`config.mk`:
```
export PLATFORM = sky130hd
export DESIGN_NAME = rr_lock_arbiter
export DESIGN_NICKNAME = d
export VERILOG_FILES = /design/src/rtl/rr_lock_arbiter_pkg.sv /design/src/rtl/rr_lock_arbiter_oh_to_index.sv /design/src/rtl/rr_lock_arbiter.sv
export SDC_FILE = /design/constraint.sdc
export NUM_CORES = 1
export LEC_CHECK = 0
export ABC_AREA = 1
export BUFFER_PORTS_ARGS = -buffer_cell sky130_fd_sc_hd__buf_2
export CAP_MARGIN = 0
export CORE_MARGIN = 1.5
export CORE_UTILIZATION = 35
export DETAILED_ROUTE_END_ITERATION = 12
export PLACE_DENSITY = 0.82
export SETUP_SLACK_MARGIN = 0.15
export SYNTH_ARGS = -nofsm -noshare
export SYNTH_HDL_FRONTEND = slang
export SYNTH_SLANG_ARGS = --single-unit
```
`constraint.sdc`:
```
create_clock -name clk -period 1.7 [get_ports clk]
set_clock_uncertainty 0.15 [all_clocks]
set_input_delay 0.085 -clock clk [delete_from_list [all_inputs] [get_ports clk]]
set_output_delay 0.085 -clock clk [all_outputs]
set_load 0.1 [all_outputs]
```
`src/rtl/rr_lock_arbiter_pkg.sv`:
```
// Shared types and helpers for the round-robin lock arbiter.
// Holds the FSM state enum, ceil-log2 and the rotated-priority mask.
package rr_lock_arbiter_pkg;

  typedef enum logic {
    IDLE   = 1'b0,
    LOCKED = 1'b1
  } state_t;

  function automatic int clog2(input int v);
    int r;
    for (r = 0; (1 << r) < v; r++) begin
    end
    return r;
  endfunction

  // Requesters strictly after the last winner get first pick.
  function automatic logic [31:0] prio_mask(
    input int n,
    input int last
  );
    logic [31:0] m;
    m = '0;
    for (int i = 0; i < 32; i++) begin
      if (i > last && i < n) m[i] = 1'b1;
    end
    return m;
  endfunction

endpackage

```
`src/rtl/rr_lock_arbiter_oh_to_index.sv`:
```
// One-hot to binary index encoder using a halving OR-fold.
// Each level's upper half gives one index bit; zero input gives 0.
module oh_to_index
  import rr_lock_arbiter_pkg::*;
#(
  parameter int N = 4
) (
  input  logic [N-1:0]          oh,
  output logic [clog2(N)-1:0]   idx
);

  localparam int CW = clog2(N);
  localparam int P  = 1 << CW;

  logic [P-1:0] f;
  logic         hi;

  always_comb begin
    f        = '0;
    f[N-1:0] = oh;
    idx      = '0;
    hi       = 1'b0;
    for (int l = CW - 1; l >= 0; l--) begin
      hi = 1'b0;
      for (int j = 0; j < P; j++) begin
        if (j >= (1 << l) && j < (2 << l)) hi = hi | f[j];
      end
      idx[l] = hi;
      for (int j = 0; j < P / 2; j++) begin
        if (j < (1 << l)) f[j] = f[j] | f[j + (1 << l)];
      end
    end
  end

endmodule

```
`src/rtl/rr_lock_arbiter.sv`:
```
// Round-robin arbiter for one valid/ready channel with locked bursts.
// A winner that fires with lock held keeps the grant for BEATS fires.
module rr_lock_arbiter
  import rr_lock_arbiter_pkg::*;
#(
  parameter int N     = 4,
  parameter int W     = 8,
  parameter int BEATS = 4
) (
  input  logic                  clk,
  input  logic                  reset,
  input  logic [N-1:0]          io_in_valid,
  output logic [N-1:0]          io_in_ready,
  input  logic [N-1:0]          io_in_lock,
  input  logic [N*W-1:0]        io_in_bits,
  output logic                  io_out_valid,
  input  logic                  io_out_ready,
  output logic [W-1:0]          io_out_bits,
  output logic [clog2(N)-1:0]   io_chosen,
  output logic [N-1:0]          io_chosen_oh,
  output logic                  io_locked
);

  localparam int CW = clog2(N);
  localparam int BW = clog2(BEATS);
  localparam logic [N-1:0] ONE = 1;

  state_t          state, state_n;
  logic [CW-1:0]   last, last_n;
  logic [CW-1:0]   lidx, lidx_n;
  logic [BW-1:0]   cnt, cnt_n;
  logic [N-1:0]    pmask, rot, pend, grant_oh;
  logic [CW-1:0]   g;
  logic            fire, g_lock;

  assign pmask = N'(prio_mask(N, int'(last)));

  // Prefer requesters after last; otherwise wrap to the lowest valid.
  always_comb begin
    rot      = io_in_valid & pmask;
    pend     = (|rot) ? rot : io_in_valid;
    grant_oh = '0;
    if (reset) begin
      grant_oh = '0;
    end else if (state == LOCKED) begin
      grant_oh = ONE << lidx;
    end else begin
      for (int i = N - 1; i >= 0; i--) begin
        if (pend[i]) grant_oh = ONE << i;
      end
    end
  end

  oh_to_index #(.N(N)) u_enc (
    .oh  (grant_oh),
    .idx (g)
  );

  always_comb begin
    io_out_bits = '0;
    for (int i = 0; i < N; i++) begin
      if (grant_oh[i]) io_out_bits = io_in_bits[i*W +: W];
    end
    io_out_valid = |(grant_oh & io_in_valid);
    io_in_ready  = grant_oh & {N{io_out_ready}};
    g_lock       = |(grant_oh & io_in_lock);
    fire         = io_out_valid & io_out_ready;
    io_chosen    = g;
    io_chosen_oh = grant_oh;
    io_locked    = !reset && (state == LOCKED);
  end

  always_comb begin
    state_n = state;
    last_n  = last;
    lidx_n  = lidx;
    cnt_n   = cnt;
    unique case (state)
      IDLE: begin
        if (fire) begin
          if (g_lock) begin
            state_n = LOCKED;
            lidx_n  = g;
            cnt_n   = BW'(BEATS - 1);
          end else begin
            last_n = g;
          end
        end
      end
      LOCKED: begin
        if (fire) begin
          if (cnt > BW'(1)) begin
            cnt_n = cnt - BW'(1);
          end else begin
            state_n = IDLE;
            last_n  = lidx;
            cnt_n   = '0;
          end
        end
      end
      default: state_n = IDLE;
    endcase
  end

  always_ff @(posedge clk) begin
    if (reset) begin
      state <= IDLE;
      last  <= CW'(N - 1);
      lidx  <= '0;
      cnt   <= '0;
    end else begin
      state <= state_n;
      last  <= last_n;
      lidx  <= lidx_n;
      cnt   <= cnt_n;
    end
  end

endmodule

```
==> summary.json, run 1 <==
{
  "yosys": {
    "postSynthAreaPerCell_um2": 5.81,
    "yosys_most_used_dff": "dfxtp_1",
    "synth.net_count": 183,
    "synth_warnings": 0,
    "synth-seq-area-share_pct": 17.2,
    "synth.distinct_cells": 23,
    "synth_async_sr_flop_share_pct": 0,
    "synth_cells": 140,
    "area_of_the_mapped_netlist_um2": 813,
    "ys_seq_elements": 7,
    "synth-edff-count": 0
  },
  "clock_tree": {
    "cts.repair_timing.setup_buffer_count": 13,
    "numClockSinks": 7,
    "ctsRootBufferMaster": "clkbuf_4",
    "htreeDepth": 1,
    "hold_buffers": 1,
    "post_cts_resize_count": 59,
    "cts_bufs_inserted": 3,
    "clockBufferDepth": 2
  },
  "placement": {
    "dp.final_hpwl_um": 2950,
    "numPortBuffers": 62,
    "place_congestion": 0.851
  },
  "outcome": {
    "flow.first_error": "[ERROR DPL-0033] detailed placement checks failed during check placement.",
    "flow.stopped_at": "clock tree synthesis",
    "outcome": "aborted with a tool error"
  },
  "floorplan": {
    "fp.dieW_um": 51.2,
    "std_cell_rows": 17,
    "start_util_pct": 36.8,
    "dieHeight_um": 51.2,
    "ios": 63
  }
}
==> cell families after synthesis <==
kind of cell	count (synthesis)	synth area share, %
compound gates	36	27.2
simple gates	75	43.1
buf+inv	22	12.5
flops	7	17.2
==> cell usage after synthesis (all sizes together) (3+ instances only) <==
| cell type | n | area [um2] |
|---|---|---|
| a21oi | 13 | 76.3 |
| a22oi | 8 | 60.1 |
| buf | 6 | 41.3 |
| clkinv | 3 | 11.3 |
| dfxtp | 7 | 140 |
| inv | 13 | 48.8 |
| nand2 | 37 | 154 |
| nand3 | 15 | 80.1 |
| nor2 | 19 | 91.3 |
| o21ai | 7 | 35.0 |
| o22ai | 8 | 50.1 |
==> stage by stage <==
step	cell area [um2]	setup WS, ns	hold slack [ns]	std cells
detailed placement	1730	-0.845	0.279	245
global placement	1730	-0.772	0.274	245
floorplan	1010	-0.850	0.115	140
==> inputs of run 2 (changes only) <==
Settings changed: CORE_AREA set to 2 2 63 65, CORE_MARGIN 1.5 to unset, CORE_UTILIZATION 35 to unset, DIE_AREA set to 0 0 65 67, PLACE_DENSITY 0.82 to unset, PLACE_DENSITY_LB_ADDON set to 0.15, SETUP_SLACK_MARGIN 0.15 to unset.
Clock period 1.7 ns to 2.2 ns, I/O delays scaled along.
==> summary.json, run 2 <==
{
  "sta": {
    "fin_ws_ns": -0.0865,
    "worst-slew-pin-transition_ns": 0.490,
    "timing.final.crit_share_pct": 104,
    "post-route-min-period_ns": 2.29,
    "unrepaired_setup_endpoints_after_global_routing": "true",
    "fin_worst_hold_slack_ns": 0.0620,
    "finalHoldViolCount": 0,
    "endpoints_failing_setup": 9,
    "final_max_slew_viol_count": 0,
    "sum_of_negative_setup_slack_ns": -0.589,
    "max_clock_freq_mhz": 437,
    "timing.slew.headroom_pct": 67.5
  },
  "clock_tree": {
    "clock_latency_ns": 0.23,
    "tritoncts": "built",
    "ctsRootBufferMaster": "clkbuf_8",
    "clockBufferDepth": 2,
    "hold_buffers": 0,
    "numClockSinks": 7,
    "htreeDepth": 1,
    "worst_setup_hold_path_clk_slew_ns": 0.04,
    "cts_bufs_inserted": 3
  },
  "global_route": {
    "via_count_of_the_first_global_routing_pass": 1156,
    "grt_antenna_before_repair": 0,
    "grtUsageTotal_pct": 15.4,
    "grt_start_max_net_pins": 12,
    "grt_overflow": 0,
    "first_pass_grt_wire_length_um": 5170
  },
  "floorplan": {
    "fp.dieW_um": 65,
    "dieHeight_um": 67,
    "design.core.area_mm2": 0.00361,
    "std_cell_rows": 22,
    "start_util_pct": 22.6,
    "ios": 63,
    "floorplan.die_area_mm2": 0.00436
  },
  "critical_path": {
    "critPathKind": "reg2out",
    "critPathSlowestCell": "dfxtp_2",
    "data_arrival_time_of_the_worst_path_ns": 2.03,
    "timing.critical_path.slowest_cell_delay_ns": 0.32,
    "path_buf_inv": 3,
    "required_ns": 1.94,
    "reg2reg_setup_slack_ns": 0.13,
    "cp_top_family": "simple AND/OR/NAND/NOR gates",
    "critPathMaxFanout": 8,
    "cp_cell_sequence": "inv_2, nand3_2, nand4_1, nand2_2, nor2_4, nand2_2, a21oi_4, nor2_4, buf_12, a21oi_4, buf_12",
    "rr_endpoint": "last[1]$_SDFFE_PP1P_",
    "timing.critical_path.to_type": "output port",
    "r2r-start": "last[1]$_SDFFE_PP1P_",
    "setup.worst_path.start_class": "flop",
    "reg2reg_depth": 13
  },
  "detailed_routing": {
    "drt_first_iter_violations": 50,
    "wire_per_inst_um": 12.6,
    "drt_drc_violations_left": 0,
    "detail_route.wirelength_um": 3260,
    "dr.pass1.iters": 4,
    "postRouteAntennaNets": 0,
    "routed_via_density": 4.68,
    "detailroute.via_count": 1211
  },
  "cells_and_area": {
    "antenna-diode-count": 0,
    "commonest_cells_after_routing_fill_and_taps_aside": "buf_2 (45), nand2_1 (28), buf_12 (16), nand3_1 (14), a21oi_4 (10)",
    "layout-drive-gt1-share_pct": 60.2,
    "largest_registers": "cnt: 2 flops, last: 2 flops, lidx: 2 flops",
    "leading_cell_type_in_the_layout_fill_and_taps_excluded": "buf_2",
    "area_delta_synth_final_pct": 118,
    "postLayoutCellArea_mm2": 0.00178,
    "post-route-util_pct": 49.2,
    "nets": 255
  },
  "hold_path": {
    "hold_path.startpoint": "reset",
    "worstHoldEndpoint": "cnt[1]$_SDFFE_PP0P_",
    "cell_count_of_the_worst_hold_path": 2,
    "hp-class": "in2reg"
  },
  "placement": {
    "dp.final_hpwl_um": 2610,
    "place_congestion": 0.805,
    "numPortBuffers": 62,
    "placed_cell_area_mm2": 0.00155
  },
  "yosys": {
    "synth_async_sr_flop_share_pct": 0,
    "postSynthAreaPerCell_um2": 5.81,
    "synth-seq-area-share_pct": 17.2,
    "synth-edff-count": 0,
    "post_synth_most_frequent_cells": "nand2_1 (31), nor2_1 (15), nand3_1 (14), a21oi_1 (10), inv_1 (9)",
    "synth.net_count": 183,
    "cell_taking_the_most_area_after_synthesis": "dfxtp_1",
    "synth_warnings": 0,
    "synth_top_cells_by_area": "dfxtp_1 (17%), nand2_1 (14%), nand3_1 (8.6%)",
    "yosys_most_used_dff": "dfxtp_1",
    "synthMostInstantiatedCell": "nand2_1",
    "ys_seq_elements": 7,
    "synth.distinct_cells": 23,
    "synth_cells": 140,
    "synth_top_area_share_pct": 17.2,
    "area_of_the_mapped_netlist_um2": 813
  },
  "outcome": {
    "violations": "setup timing",
    "outcome": "finished, violations left"
  },
  "job": {
    "max_cap_viol_count": 0
  },
  "power": {
    "ir_drop_mv": 0.424,
    "cellLeakagePower_nw": 0.783,
    "total_power_density_per_cell_area_mw_per_mm2": 584,
    "power_w": 0.00104
  }
}
==> run 2: worst max path at each step <==
stage | start | to | cells past startpoint
after floorplan | last[1]$_SDFFE_PP1P_ | io_out_bits[0] | 10
after global placement | last[1]$_SDFFE_PP1P_ | io_out_bits[4] | 11
after detailed placement | last[1]$_SDFFE_PP1P_ | io_out_bits[4] | 11
after CTS | last[1]$_SDFFE_PP1P_ | io_out_bits[4] | 11
after global routing | last[1]$_SDFFE_PP1P_ | io_out_bits[1] | 11
final | last[1]$_SDFFE_PP1P_ | io_out_bits[1] | 11
==> run 2: routing by layer <==
metal,global-route usage (%),up-vias,wire [um]
met5,0,-,0
met4,3.46,0,43
met3,5.24,4,267
met2,25.6,55,1580
met1,19.0,534,1370
li1,-,618,-
==> run 2: kinds of logic (layout without fill, tap and decap cells) <==
| group | count (synthesis) | after routing | share of synthesized area (%) |
|---|---|---|---|
| AND/OR/NAND/NOR | 75 | 75 | 43.1 |
| AO/OA/AOI/OAI | 36 | 36 | 27.2 |
| buffers and inverters | 22 | 93 | 12.5 |
| flip-flops | 7 | 7 | 17.2 |
==> run 2: layout make-up <==
class	instances	area, um2
fillers	368	1830
multi-input cells	111	805
repair inverters	2	15.0
flip-flops and latches	7	141
clock buffers	4	45.0
repair buffers	71	636
inverters	16	73.8
well taps	48	60.1
==> run 2: per-stage QoR <==
step	instances	setup WS [ns]
floorplan	140	-0.375
global placement	248	0.208
detailed placement	248	0.167
CTS	255	-0.00349
global route	259	-0.232
finish	259	-0.0865
==> run 2: repair_timing <==
item                       CTS  global route
resized for setup           13            21
pin swaps                    2            12
hold endpoints to repair     0             0
buffers inserted             3             2
setup endpoints to repair    8            21
gates cloned                 0             2
==> run 2: where the power goes <==
group	switching (W)	internal, W
registers	0.00000663	0.000135
logic	0.000463	0.000249
clock network	0.0000579	0.000126
total	0.000528	0.000510
Note: power is estimated with default switching activity, not from simulation.
==> inputs of run 3 (changes only) <==
Settings changed: HOLD_SLACK_MARGIN set to 0.12.
==> summary.json, run 3 (synthesized netlist as in run 2, its figures left out) <==
{
  "outcome": {
    "outcome": "finished, violations left",
    "violations": "setup timing"
  },
  "critical_path": {
    "required_ns": 1.94,
    "setup.worst_path.start_class": "flop",
    "timing.critical_path.to_type": "output port",
    "critPathKind": "reg2out",
    "data_arrival_time_of_the_worst_path_ns": 2.03,
    "critPathMaxFanout": 8
  },
  "power": {
    "ir_drop_mv": 0.424,
    "total_power_density_per_cell_area_mw_per_mm2": 579,
    "power_w": 0.00104,
    "cellLeakagePower_nw": 0.791
  },
  "cells_and_area": {
    "leading_cell_type_in_the_layout_fill_and_taps_excluded": "buf_2",
    "largest_registers": "cnt: 2 flops, last: 2 flops, lidx: 2 flops",
    "commonest_cells_after_routing_fill_and_taps_aside": "buf_2 (45), nand2_1 (28), buf_12 (16), nand3_1 (14), a21oi_4 (10)",
    "antenna-diode-count": 0,
    "area_delta_synth_final_pct": 121,
    "nets": 257,
    "layout-drive-gt1-share_pct": 59.6,
    "postLayoutCellArea_mm2": 0.00180,
    "final_cell_count_no_fill": 261
  },
  "sta": {
    "unrepaired_setup_endpoints_after_global_routing": "true",
    "fin_worst_hold_slack_ns": 0.219,
    "max_clock_freq_mhz": 437,
    "final_max_slew_viol_count": 0,
    "sum_of_negative_setup_slack_ns": -0.585,
    "finalHoldViolCount": 0,
    "fin_ws_ns": -0.0861,
    "timing.slew.headroom_pct": 67.5,
    "worst-slew-pin-transition_ns": 0.490,
    "endpoints_failing_setup": 9,
    "timing.final.crit_share_pct": 104,
    "post-route-min-period_ns": 2.29
  },
  "detailed_routing": {
    "drt_drc_violations_left": 0,
    "wire_per_inst_um": 12.5,
    "routed_via_density": 4.67,
    "detailroute.via_count": 1218,
    "dr.pass1.iters": 4,
    "postRouteAntennaNets": 0,
    "detail_route.wirelength_um": 3270,
    "drt_first_iter_violations": 53
  },
  "placement": {
    "placed_cell_area_mm2": 0.00155,
    "dp.final_hpwl_um": 2610,
    "dpl.cell_count": 248,
    "numPortBuffers": 62,
    "place_congestion": 0.805
  },
  "floorplan": {
    "floorplan.die_area_mm2": 0.00436,
    "std_cell_rows": 22,
    "ios": 63,
    "dieHeight_um": 67,
    "fp.dieW_um": 65,
    "start_util_pct": 22.6,
    "design.core.area_mm2": 0.00361
  },
  "global_route": {
    "grtUsageTotal_pct": 15.5,
    "grt_overflow": 0,
    "first_pass_grt_wire_length_um": 5220,
    "grt_antenna_before_repair": 0,
    "via_count_of_the_first_global_routing_pass": 1160,
    "grt_start_max_net_pins": 12
  },
  "clock_tree": {
    "cts_bufs_inserted": 3,
    "ctsRootBufferMaster": "clkbuf_8",
    "worst_setup_hold_path_clk_slew_ns": 0.04,
    "htreeDepth": 1,
    "clock_latency_ns": 0.23,
    "numClockSinks": 7,
    "tritoncts": "built",
    "clockBufferDepth": 2
  },
  "job": {
    "max_cap_viol_count": 0
  },
  "hold_path": {
    "hp-class": "in2reg"
  }
}
[run 3: critical path, stage by stage (launching register included)]
cell     delay, ns
dfxtp_2       0.32
inv_2         0.07
nand3_2       0.07
nand4_1       0.14
nand2_2       0.09
nor2_4        0.13
nand2_2       0.09
a21oi_4       0.29
nor2_4        0.07
buf_12        0.16
a21oi_4       0.17
buf_12        0.19
[run 3: final cells by class]
type	count	area, um2
Sequential cell	7	141
Fill cell	366	1810
Timing Repair inverter	2	15.0
Timing Repair Buffer	73	656
Multi-Input combinational cell	111	805
Tap cell	48	60.1
Clock buffer	4	45.0
Inverter	16	73.8
[run 3: repair_timing]
item	CTS	global route
setup buffers	3	2
endpoints found under the hold margin	3	0
cloned	0	2
setup endpoints to repair	8	21
hold buffers	2	0
gates resized for setup	13	21
pin swaps	2	12
[run 3: path summary, 6_finish.rpt]
path | from | endpoint | slack [ns] | cells after the start
min reg2reg | last[1]$_SDFFE_PP1P_ | last[1]$_SDFFE_PP1P_ | 0.33 | 2
max | last[1]$_SDFFE_PP1P_ | io_out_bits[1] | -0.09 | 11
max reg2reg | last[1]$_SDFFE_PP1P_ | last[1]$_SDFFE_PP1P_ | 0.13 | 13
min | io_in_lock[2] | state$_SDFF_PP0_ | 0.22 | 5
[run 3: where the power goes]
part	switching, W	total [W]	internal, W
clock network	0.0000578	0.000183	0.000126
logic	0.000464	0.000715	0.000252
registers	0.00000662	0.000141	0.000135
total	0.000528	0.00104	0.000512
[run 3: per-stage QoR]
stage | worst slack [ns] | util [%]
2_1_floorplan | -0.375 | -
3_3_place_gp | 0.208 | 43.0
3_5_place_dp | 0.167 | 43.0
4_1_cts | -0.00349 | 47.3
5_1_grt | -0.232 | 49.8
6_report | -0.0861 | 49.8
[run 3: per-layer routing]
layer	GRT usage, %	wire (um)
met4	3.46	42
met2	25.8	1580
met3	5.24	264
met5	0	0
met1	19.3	1380
